--- src/rtl/sad_search_ctrl_pkg.sv ---
// Shared types and constants for the SAD sub-pel search controller:
// FSM states, candidate indices, compare priority order and datapath widths.
package sad_search_ctrl_pkg;

  typedef enum logic [2:0] {
    IDLE    = 3'd0,
    ACCUM   = 3'd1,
    FLUSH   = 3'd2,
    COMPARE = 3'd3,
    DONE    = 3'd4
  } state_e;

  localparam int PIX_W     = 8;
  localparam int ROW_PIX   = 8;
  localparam int ROW_W     = PIX_W * ROW_PIX;
  localparam int NUM_CAND  = 5;
  localparam int IDX_W     = 3;
  localparam int ROW_SAD_W = 12;
  localparam int ACC_W     = 15;
  localparam int CNT_W     = 4;

  localparam logic [IDX_W-1:0] CAND_RQ   = 3'd0;
  localparam logic [IDX_W-1:0] CAND_RH   = 3'd1;
  localparam logic [IDX_W-1:0] CAND_FULL = 3'd2;
  localparam logic [IDX_W-1:0] CAND_LH   = 3'd3;
  localparam logic [IDX_W-1:0] CAND_LQ   = 3'd4;

  // Entry 0 is visited first; earlier entries win ties.
  localparam logic [NUM_CAND-1:0][IDX_W-1:0] PRIO_ORDER =
    {CAND_LQ, CAND_RQ, CAND_LH, CAND_RH, CAND_FULL};

  localparam logic [IDX_W-1:0] LAST_CMP = IDX_W'(NUM_CAND - 1);

endpackage

--- src/rtl/sad_search_ctrl_compute_sad.sv ---
// Combinational per-row SAD for the five sub-pel candidates over pixels 1..6.
// Predictions use truncating linear interpolation between a pixel and its neighbour.
module compute_sad
  import sad_search_ctrl_pkg::*;
(
  input  logic [ROW_W-1:0]                       filter_row_i,
  input  logic [ROW_W-1:0]                       ref_row_i,
  output logic [NUM_CAND-1:0][ROW_SAD_W-1:0]     sad_o
);

  function automatic logic [PIX_W-1:0] interp_quarter(input logic [PIX_W-1:0] near,
                                                      input logic [PIX_W-1:0] far);
    logic [PIX_W+1:0] sum;
    sum = ({2'b00, near} * 10'd3) + {2'b00, far};
    return sum[PIX_W+1:2];
  endfunction

  function automatic logic [PIX_W-1:0] interp_half(input logic [PIX_W-1:0] a,
                                                   input logic [PIX_W-1:0] b);
    logic [PIX_W:0] sum;
    sum = {1'b0, a} + {1'b0, b};
    return sum[PIX_W:1];
  endfunction

  function automatic logic [ROW_SAD_W-1:0] abs_diff(input logic [PIX_W-1:0] a,
                                                    input logic [PIX_W-1:0] b);
    logic signed [PIX_W:0] d;
    d = $signed({1'b0, a}) - $signed({1'b0, b});
    return (d < 0) ? ROW_SAD_W'(-d) : ROW_SAD_W'(d);
  endfunction

  // Edge filter pixels have no full neighbourhood and never enter the SAD.
  logic unused_edge_pix;
  assign unused_edge_pix = ^{filter_row_i[PIX_W-1:0], filter_row_i[ROW_W-1 -: PIX_W]};

  always_comb begin
    sad_o = '0;
    for (int p = 1; p <= ROW_PIX - 2; p++) begin
      logic [PIX_W-1:0] f, rl, rc, rr;
      f  = filter_row_i[p*PIX_W +: PIX_W];
      rl = ref_row_i[(p-1)*PIX_W +: PIX_W];
      rc = ref_row_i[p*PIX_W +: PIX_W];
      rr = ref_row_i[(p+1)*PIX_W +: PIX_W];
      sad_o[CAND_RQ]   = sad_o[CAND_RQ]   + abs_diff(f, interp_quarter(rc, rl));
      sad_o[CAND_RH]   = sad_o[CAND_RH]   + abs_diff(f, interp_half(rl, rc));
      sad_o[CAND_FULL] = sad_o[CAND_FULL] + abs_diff(f, rc);
      sad_o[CAND_LH]   = sad_o[CAND_LH]   + abs_diff(f, interp_half(rc, rr));
      sad_o[CAND_LQ]   = sad_o[CAND_LQ]   + abs_diff(f, interp_quarter(rc, rr));
    end
  end

endmodule

--- src/rtl/sad_search_ctrl.sv ---
// Block search controller: accumulates five candidate SADs over a block of rows,
// then picks the smallest in priority order and reports it with a done pulse.
module sad_search_ctrl
  import sad_search_ctrl_pkg::*;
#(
  parameter int MAX_ROWS = 8
) (
  input  logic                 clk,
  input  logic                 rst,
  input  logic                 start,
  input  logic [CNT_W-1:0]     num_rows,
  input  logic                 abort,
  input  logic                 row_valid,
  output logic                 row_ready,
  input  logic [ROW_W-1:0]     filter_row,
  input  logic [ROW_W-1:0]     ref_row,
  output logic                 busy,
  output logic                 done,
  output logic [IDX_W-1:0]     best_idx,
  output logic [ACC_W-1:0]     best_sad,
  output logic                 cfg_err
);

  localparam logic [CNT_W-1:0] MAX_ROWS_L = CNT_W'(MAX_ROWS);

  state_e                             state_q;
  logic [CNT_W-1:0]                   num_rows_q;
  logic [CNT_W-1:0]                   row_cnt_q;
  logic [IDX_W-1:0]                   cmp_cnt_q;
  logic [NUM_CAND-1:0][ACC_W-1:0]     acc_q;
  logic [ROW_W-1:0]                   filt_p1_q;
  logic [ROW_W-1:0]                   ref_p1_q;
  logic                               vld_p1_q;
  logic [IDX_W-1:0]                   run_idx_q;
  logic [ACC_W-1:0]                   run_sad_q;
  logic [IDX_W-1:0]                   best_idx_q;
  logic [ACC_W-1:0]                   best_sad_q;
  logic                               busy_q;
  logic                               ready_q;
  logic                               done_q;
  logic                               cfg_err_q;

  logic [NUM_CAND-1:0][ROW_SAD_W-1:0] row_sad;
  logic                               accept;
  logic                               start_ok;
  logic [IDX_W-1:0]                   cand;
  logic [ACC_W-1:0]                   cand_sad;
  logic [IDX_W-1:0]                   nxt_idx_d;
  logic [ACC_W-1:0]                   nxt_sad_d;

  assign accept   = ready_q && row_valid && !abort;
  assign start_ok = (num_rows != '0) && (num_rows <= MAX_ROWS_L);

  // Stage p1 -> accumulate: per-row SADs of the registered row.
  compute_sad u_compute_sad (
    .filter_row_i (filt_p1_q),
    .ref_row_i    (ref_p1_q),
    .sad_o        (row_sad)
  );

  // The first visited candidate seeds the running best; later ones replace it
  // only when strictly smaller.
  always_comb begin
    cand      = PRIO_ORDER[cmp_cnt_q];
    cand_sad  = acc_q[cand];
    nxt_idx_d = run_idx_q;
    nxt_sad_d = run_sad_q;
    if ((cmp_cnt_q == '0) || (cand_sad < run_sad_q)) begin
      nxt_idx_d = cand;
      nxt_sad_d = cand_sad;
    end
  end

  always_ff @(posedge clk) begin
    if (rst) begin
      state_q    <= IDLE;
      num_rows_q <= '0;
      row_cnt_q  <= '0;
      cmp_cnt_q  <= '0;
      acc_q      <= '0;
      filt_p1_q  <= '0;
      ref_p1_q   <= '0;
      vld_p1_q   <= 1'b0;
      run_idx_q  <= CAND_FULL;
      run_sad_q  <= '0;
      best_idx_q <= CAND_FULL;
      best_sad_q <= '0;
      busy_q     <= 1'b0;
      ready_q    <= 1'b0;
      done_q     <= 1'b0;
      cfg_err_q  <= 1'b0;
    end else begin
      done_q    <= 1'b0;
      cfg_err_q <= 1'b0;

      // Stage p0 -> p1: capture the accepted row.
      vld_p1_q <= accept;
      if (accept) begin
        filt_p1_q <= filter_row;
        ref_p1_q  <= ref_row;
      end

      if (vld_p1_q) begin
        for (int c = 0; c < NUM_CAND; c++) begin
          acc_q[c] <= acc_q[c] + ACC_W'(row_sad[c]);
        end
      end

      if (abort && (state_q != IDLE)) begin
        state_q  <= IDLE;
        busy_q   <= 1'b0;
        ready_q  <= 1'b0;
        vld_p1_q <= 1'b0;
      end else begin
        case (state_q)
          IDLE: begin
            if (start) begin
              if (start_ok) begin
                num_rows_q <= num_rows;
                row_cnt_q  <= '0;
                acc_q      <= '0;
                state_q    <= ACCUM;
                busy_q     <= 1'b1;
                ready_q    <= 1'b1;
              end else begin
                cfg_err_q  <= 1'b1;
              end
            end
          end
          ACCUM: begin
            if (accept) begin
              row_cnt_q <= row_cnt_q + 1'b1;
              if ((row_cnt_q + 1'b1) == num_rows_q) begin
                state_q <= FLUSH;
                ready_q <= 1'b0;
              end
            end
          end
          FLUSH: begin
            cmp_cnt_q <= '0;
            state_q   <= COMPARE;
          end
          COMPARE: begin
            run_idx_q <= nxt_idx_d;
            run_sad_q <= nxt_sad_d;
            cmp_cnt_q <= cmp_cnt_q + 1'b1;
            if (cmp_cnt_q == LAST_CMP) begin
              best_idx_q <= nxt_idx_d;
              best_sad_q <= nxt_sad_d;
              done_q     <= 1'b1;
              state_q    <= DONE;
            end
          end
          DONE: begin
            state_q <= IDLE;
            busy_q  <= 1'b0;
          end
          default: begin
            state_q <= IDLE;
            busy_q  <= 1'b0;
            ready_q <= 1'b0;
          end
        endcase
      end
    end
  end

  assign row_ready = ready_q;
  assign busy      = busy_q;
  assign done      = done_q;
  assign best_idx  = best_idx_q;
  assign best_sad  = best_sad_q;
  assign cfg_err   = cfg_err_q;

endmodule

--- config.mk ---
export PLATFORM = sky130hd
export DESIGN_NAME = sad_search_ctrl
export DESIGN_NICKNAME = d
export VERILOG_FILES = /design/src/rtl/sad_search_ctrl_pkg.sv /design/src/rtl/sad_search_ctrl_compute_sad.sv /design/src/rtl/sad_search_ctrl.sv
export SDC_FILE = /design/constraint.sdc
export NUM_CORES = 2
export LEC_CHECK = 0
export ABC_AREA = 1
export CORE_AREA = 4 4 255 257
export CTS_BUF_LIST = sky130_fd_sc_hd__clkbuf_16
export CTS_CLUSTER_SIZE = 8
export DETAILED_ROUTE_END_ITERATION = 7
export DIE_AREA = 0 0 259 261
export PLACE_DENSITY = 0.8
export SYNTH_ARGS = -nofsm -noshare
export SYNTH_HDL_FRONTEND = slang
export SYNTH_SLANG_ARGS = --single-unit
--- constraint.sdc ---
create_clock -name clk -period 14.7 [get_ports clk]
set_input_delay 2.94 -clock clk [delete_from_list [all_inputs] [get_ports clk]]
set_output_delay 2.94 -clock clk [all_outputs]
set_load 0.01 [all_outputs]
# Word-level counts from Yosys, hierarchy flattened
# Memories as Yosys holds them, arrays and structs flattened. A register that Yosys moved wholly into a read port is not among the register bits.
# Cells that the tools add are included.
[word_totals]
mem_bits_ro = 24
memories = 1
output_inout_bits = 22
latchBits = 0
mem_bits_rw = 0
register_bits = 250
elab_cells = 275
[memory_table]
columns = ["name", "words", "width", "rd", "rd_ports_with_merged_regs", "write_ports", "line", "text"]
rows = [
  ["(no name shown)", 8, 3, 1, 1, 0, "sad_search_ctrl.sv:64", "cand = PRIO_ORDER[cmp_cnt_q];"],
]
[op_classes]
reduce_logical = 25
bitwise = 6
magnitude_cmp = 34
muxes = 61
shifts = 0
addsub = 111
eq_ne = 11
mul = 6
n_div = 0
[op_table]
columns = ["cell", "count"]
rows = [
  ["two-way mux 75 bit", 5],
  ["two-way mux 12 bit", 30],
  ["negator 9 -> 12 bit", 30],
  ["adder 12 bit", 25],
  ["< comparator 9 x 1 -> 1 bit (second input constant)", 30],
  ["subtractor 8 x 8 -> 9 bit", 30],
  ["adder 10 x 8 -> 10 bit", 12],
  ["adder 15 x 12 -> 15 bit", 5],
  ["adder 8 x 8 -> 9 bit", 7],
  ["multiplier 8 x 2 -> 10 bit (second input constant)", 6],
  ["binary-select mux 15 bit (select 3 bit)", 1],
  ["two-way mux 15 bit", 2],
  ["two-way mux 3 bit", 9],
  ["< comparator 15 bit", 1],
  ["AND reduction 5 bit", 3],
  ["two-way mux 4 bit", 3],
  ["one-hot mux 3 bit (4 select lines)", 1],
  ["!= test 2 bit (second input constant)", 5],
  ["OR reduction 3 bit", 3],
  ["< comparator 3 x 4 -> 1 bit (second input constant)", 2],
  ["one-hot mux 4 bit (2 select lines)", 1],
  ["== test 3 x 2 -> 1 bit (second input constant)", 2],
  ["== test 3 bit (second input constant)", 2],
  ["zero test 3 bit", 2],
  ["other kinds (21)", 37],
]

# Depth between registers and ports, before layout
[logic_depth]
ltp_word = 16
depth_mapped = 50

# By module
# From an unflattened synthesis, not the netlist that was laid out.
[unflattened]
cells_unflattened = 6856
area_unflattened_um2 = 44821.7
[by_module_without_submodules]
columns = ["mod", "cells_each", "instances", "area_per_inst_um2"]
rows = [
  ["compute_sad", 4927, 1, 31360.1],
  ["sad_search_ctrl", 1929, 1, 13461.7],
]

# Worst setup path before layout
# Ideal clock, no wire load.
[synth_timing]
path_type = "flip-flop to flip-flop"
start = "register ref_p1_q[41]"
end = "register acc_q[13] in the netlist's numbering"
slack_ns = 6.618
period_less_slack_ns = 8.082
required_ns = 14.581
setup_ns = 0.119
arrival_time_ns = 7.963
stages_incl_launch_ff = 47
cell_sequence = "dfxtp_1 -> ha_1 -> inv_1 -> fa_1 -> o21ai_0 -> xor2_1 -> inv_1 -> ha_1 -> inv_1 -> o311ai_0 -> a21o_1 -> nand2_1 -> xnor2_1 -> ha_1 -> nand2_1 -> inv_1 -> nand4_1 -> o211a_1 -> [... 11 more ...] -> a21oi_1 -> o21bai_1 -> a21oi_1 -> o21bai_1 -> xnor2_1 -> inv_1 -> ha_1 -> nand2_1 -> nor2_1 -> nand3_1 -> nand3_1 -> nand2_1 -> nand2_1 -> nand2_1 -> nand2_1 -> nand3_1 -> o21ai_0 -> a21oi_1"
[synth_between]
elab_chain_cells = 13
word_cells_on_any_way = 19
classes_between = "add/sub: 9; mul: 1; order compare: 2; mux: 7"
[synth_rtl]
columns = ["item", "line", "text"]
rows = [
  ["start, declared", "sad_search_ctrl.sv:32", "logic [ROW_W-1:0] ref_p1_q;"],
  ["start signal, assigned", "sad_search_ctrl.sv:100", "ref_p1_q <= ref_row;"],
  ["multiplier 8 x 2 -> 10 bit", "sad_search_ctrl_compute_sad.sv:14", "sum = ({2'b00, near} * 10'd3) + {2'b00, far};"],
  ["adder 10 x 8 -> 10 bit", "sad_search_ctrl_compute_sad.sv:14", ""],
  ["subtractor 8 x 8 -> 9 bit", "sad_search_ctrl_compute_sad.sv:28", "d = $signed({1'b0, a}) - $signed({1'b0, b});"],
  ["negator 9 -> 12 bit or < comparator 9 x 1 -> 1 bit (tied branches)", "sad_search_ctrl_compute_sad.sv:29", "return (d < 0) ? ROW_SAD_W'(-d) : ROW_SAD_W'(d);"],
  ["two-way mux 12 bit", "sad_search_ctrl_compute_sad.sv:29", ""],
  ["adder 12 bit", "sad_search_ctrl_compute_sad.sv:44", "sad_o[CAND_RQ] = sad_o[CAND_RQ] + abs_diff(f, interp_quarter(rc, rl));"],
  ["adder 12 bit *", "sad_search_ctrl_compute_sad.sv:44", ""],
  ["adder 15 x 12 -> 15 bit *", "sad_search_ctrl.sv:105", "acc_q[c] <= acc_q[c] + ACC_W'(row_sad[c]);"],
  ["two-way mux 75 bit *", "sad_search_ctrl.sv:103", "if (vld_p1_q) begin"],
  ["two-way mux 75 bit", "sad_search_ctrl.sv:118", "if (start_ok) begin"],
  ["two-way mux 75 bit", "sad_search_ctrl.sv:117", "if (start) begin"],
  ["two-way mux 75 bit", "sad_search_ctrl.sv:115", "case (state_q)"],
  ["two-way mux 75 bit *", "sad_search_ctrl.sv:109", "if (abort && (state_q != IDLE)) begin"],
  ["end signal, assigned by index", "sad_search_ctrl.sv:105", ""],
  ["end, declared", "sad_search_ctrl.sv:30", "logic [NUM_CAND-1:0][ACC_W-1:0] acc_q;"],
]
# Mark *: on every way between the ends. The rest lies on a longest branch, timed or not.
# A chain may end at the register's enable or synchronous reset.

# Worst setup path in the final report
[layout_timing]
start = "register ref_p1_q[33]"
end = "register acc_q[13] in the netlist's numbering"
[layout_between]
elab_chain_cells = 14
word_cells_on_any_way = 20
classes_between = "add/sub: 10; mul: 1; order compare: 2; mux: 7"
[layout_rtl]
columns = ["item", "line"]
rows = [
  ["multiplier 8 x 2 -> 10 bit", "sad_search_ctrl_compute_sad.sv:14"],
  ["adder 10 x 8 -> 10 bit", "sad_search_ctrl_compute_sad.sv:14"],
  ["subtractor 8 x 8 -> 9 bit", "sad_search_ctrl_compute_sad.sv:28"],
  ["negator 9 -> 12 bit or < comparator 9 x 1 -> 1 bit (tied branches)", "sad_search_ctrl_compute_sad.sv:29"],
  ["two-way mux 12 bit", "sad_search_ctrl_compute_sad.sv:29"],
  ["adder 12 bit", "sad_search_ctrl_compute_sad.sv:44"],
  ["adder 12 bit * (2 in series)", "sad_search_ctrl_compute_sad.sv:44"],
  ["adder 15 x 12 -> 15 bit *", "sad_search_ctrl.sv:105"],
  ["two-way mux 75 bit *", "sad_search_ctrl.sv:103"],
  ["two-way mux 75 bit", "sad_search_ctrl.sv:118"],
  ["two-way mux 75 bit", "sad_search_ctrl.sv:117"],
  ["two-way mux 75 bit", "sad_search_ctrl.sv:115"],
  ["two-way mux 75 bit *", "sad_search_ctrl.sv:109"],
]
# Marks and branches as above.

==> flow_summary.toml <==
[run_status]
status = "finished, final reports clean"

[drt]
via_per_inst = 5.73
routed_wirelength_um = 120000
drtIter0Drc = 3530
vias = 37792
wl_per_cell_um = 18.1
firstDrtPassIters = 6
drtAntennaViolNets = 0
drc = 0

[timing]
fin_skew_ps = 23.5
finalSetupViolations = 0
setup_tns_ps = 0
min_period_over_period_pct = 65.8
rsz0062_at_grt = "no"
finalCriticalPeriod_ps = 9670
hold_viol = 0
tightest_slew_ps = 1020
fmax_mhz = 103
finalMaxSlewViolations = 0
slew_headroom_pct = 31.7

[grt]
grt_max_degree = 140
grt_first_pass_wirelength_um = 185000
grt_pass1_vias = 34821
grt_overflow = 0
antenna_found_initial = 2
grt_usage_pct = 34.4

[floorplan]
die_area_um2 = 67600
die_w_um = 259
io_pins = 159
start_util_pct = 64.4
num_rows = 92
chipHeight_um = 261
core_um2 = 62700

[final_layout]
layout.nets = 6744
final_layout_size_suffix_gt1_share_pct = 1.53
fin_cells = 6591
final_core_util_pct = 69.9
stdcell_area_um2 = 43900
area_delta_synth_final_pct = 8.56
nFillCells = 5285

[worst_setup_path]
crit_start = "ref_p1_q[33]"
worst_path_most_repeated_cell = "nand2_1"
cp.arrival_ps = 10140
cp-start-kind = "flop"
cp_slowest_cell = "dfxtp_1"
critPathMaxStageDelay_ps = 650
reg2reg_from = "ref_p1_q[33]"
endpoint_kind = "flop"
worstPathMaxFanout = 9
worstPathRequired_ps = 15170
cp_top_family = "adder cells"
criticalPathCategory = "flop to flop"
worst-path-buf-inv = 4

[synthesis]
netlist_area_um2 = 40400
ys_warn_count = 0
async_flop_share_pct = 0
syn-instance-count = 5580
synth-seq-area-share_pct = 12.1
synth-edff-count = 0
synth_cell_types = 47
syn_area_per_cell_um2 = 7.24
synthFlopType = "dfxtp_1"
ys_seq_elements = 245

[cts]
root_buffer = "clkbuf_16"
clock_latency_ps = 600
holdBufCountCts = 0
cts_buffer_depth = 3
postCtsResizedCells = 0
cts_tree = "built"
post_cts_buffers = 0
h-tree-depth = 2
cts_buffers = 37
numClockSinks = 245
clk_pin_slew_ps = 50

[placed_design]
gp_congestion = 1.14
dp_cells = 6544
hpwlAfterDp_um = 97800
portBuffers = 142
placed_cell_area_um2 = 42800

[worst_hold_path]
hp-class = "flop to flop"
min_from = "acc_q[14]"

[run]
max-cap-violations = 0
-- metrics by stage --
step           hold slack (ps)  worst slack, ps
6_report                   458             5030
2_1_floorplan              432             6620
3_5_place_dp               452             5300
5_1_grt                    505             4370
4_1_cts                    460             5260
3_3_place_gp               440             5400
-- routing by layer --
metal  routed length [um]  vias up  global-route usage (%)
li1                     -    18514                       -
met1                50100    17458                    46.1
met2                51500     1483                    54.2
met3                10500      337                    5.40
met4                 7520        0                    17.9
met5                    0        -                       0
-- sequential cells by signal, indices dropped and copies added (netlist names) --
signal	count
busy	1
filt_p1_q	48
best_idx	3
acc_q	75
run_sad_q	15
done	1
row_ready	1
row_cnt_q	4
run_idx_q	3
ref_p1_q	64
cfg_err	1
state_q	3
cand	3
vld_p1_q	1
best_sad	15
cmp_cnt_q	3
num_rows_q	4
-- worst register-to-register path, delay by kind of cell, from the launching register on --
family	cells	cell delay, ps
adders and majority gates	10	4110
AOI/OAI and AO/OA	12	2260
and+or+nand+nor	14	1360
xor gates and xnor gates	4	870
DFF	1	650
buffers and inverters	4	260
-- cells in the mapped netlist (all sizes together), types with 213 or more instances --
cell | n | area [um2]
o21ai | 285 | 1430
xor2 | 380 | 3330
fa | 263 | 5270
nor2 | 438 | 1650
dfxtp | 245 | 4900
a21oi | 588 | 2960
nand2 | 840 | 3200
ha | 607 | 7590
inv | 947 | 3550
nand3 | 288 | 1440
xnor2 | 213 | 1870
-- cell usage in the layout, fill, tap and decap left out, types with 37 or more instances in the layout --
cell type / n
a21oi_1: 584
nand2_1: 826
inv_1: 943
dfxtp_1: 244
xnor2_1: 213
conb_1: 60
fa_1: 263
ha_1: 607
nor2_1: 436
clkbuf_16: 37
nand4_1: 53
o21bai_1: 43
nor3_1: 67
xor2_1: 380
nand3_1: 287
clkdlybuf4s50_1: 142
o21ai_0: 285
-- path summary, 6_finish.rpt --
| kind | endpoint | slack [ps] | depth (start not counted) |
|---|---|---|---|
| max | acc_q[13] | 5030 | 44 |
| min | acc_q[14] | 460 | 2 |
| min reg2reg | acc_q[14] | 460 | 2 |
| max reg2reg | acc_q[13] | 5030 | 44 |
-- kinds of logic after synthesis --
logic type	share of synthesized area, %
and+or+nand+nor	18.2
AOI/OAI and AO/OA	15.2
other	0.0186
xor gates and xnor gates	12.9
adders and majority gates	31.8
DFF	12.1
buffers and inverters	9.75
-- layout make-up --
cell class	instances	area (um2)	area share, %
timing repair buffer	151	1500	3.42
clock buffer	37	926	2.11
tap	846	1060	2.41
clock inverter	9	115	0.262
sequential	245	4910	11.2
multi-input combinational	4354	31800	72.5
antenna	1	2.50	0.00571
inverter	948	3560	8.12
Power is not shown: default switching activity piles up to over one toggle a cycle in this logic, so the estimate is an artifact.
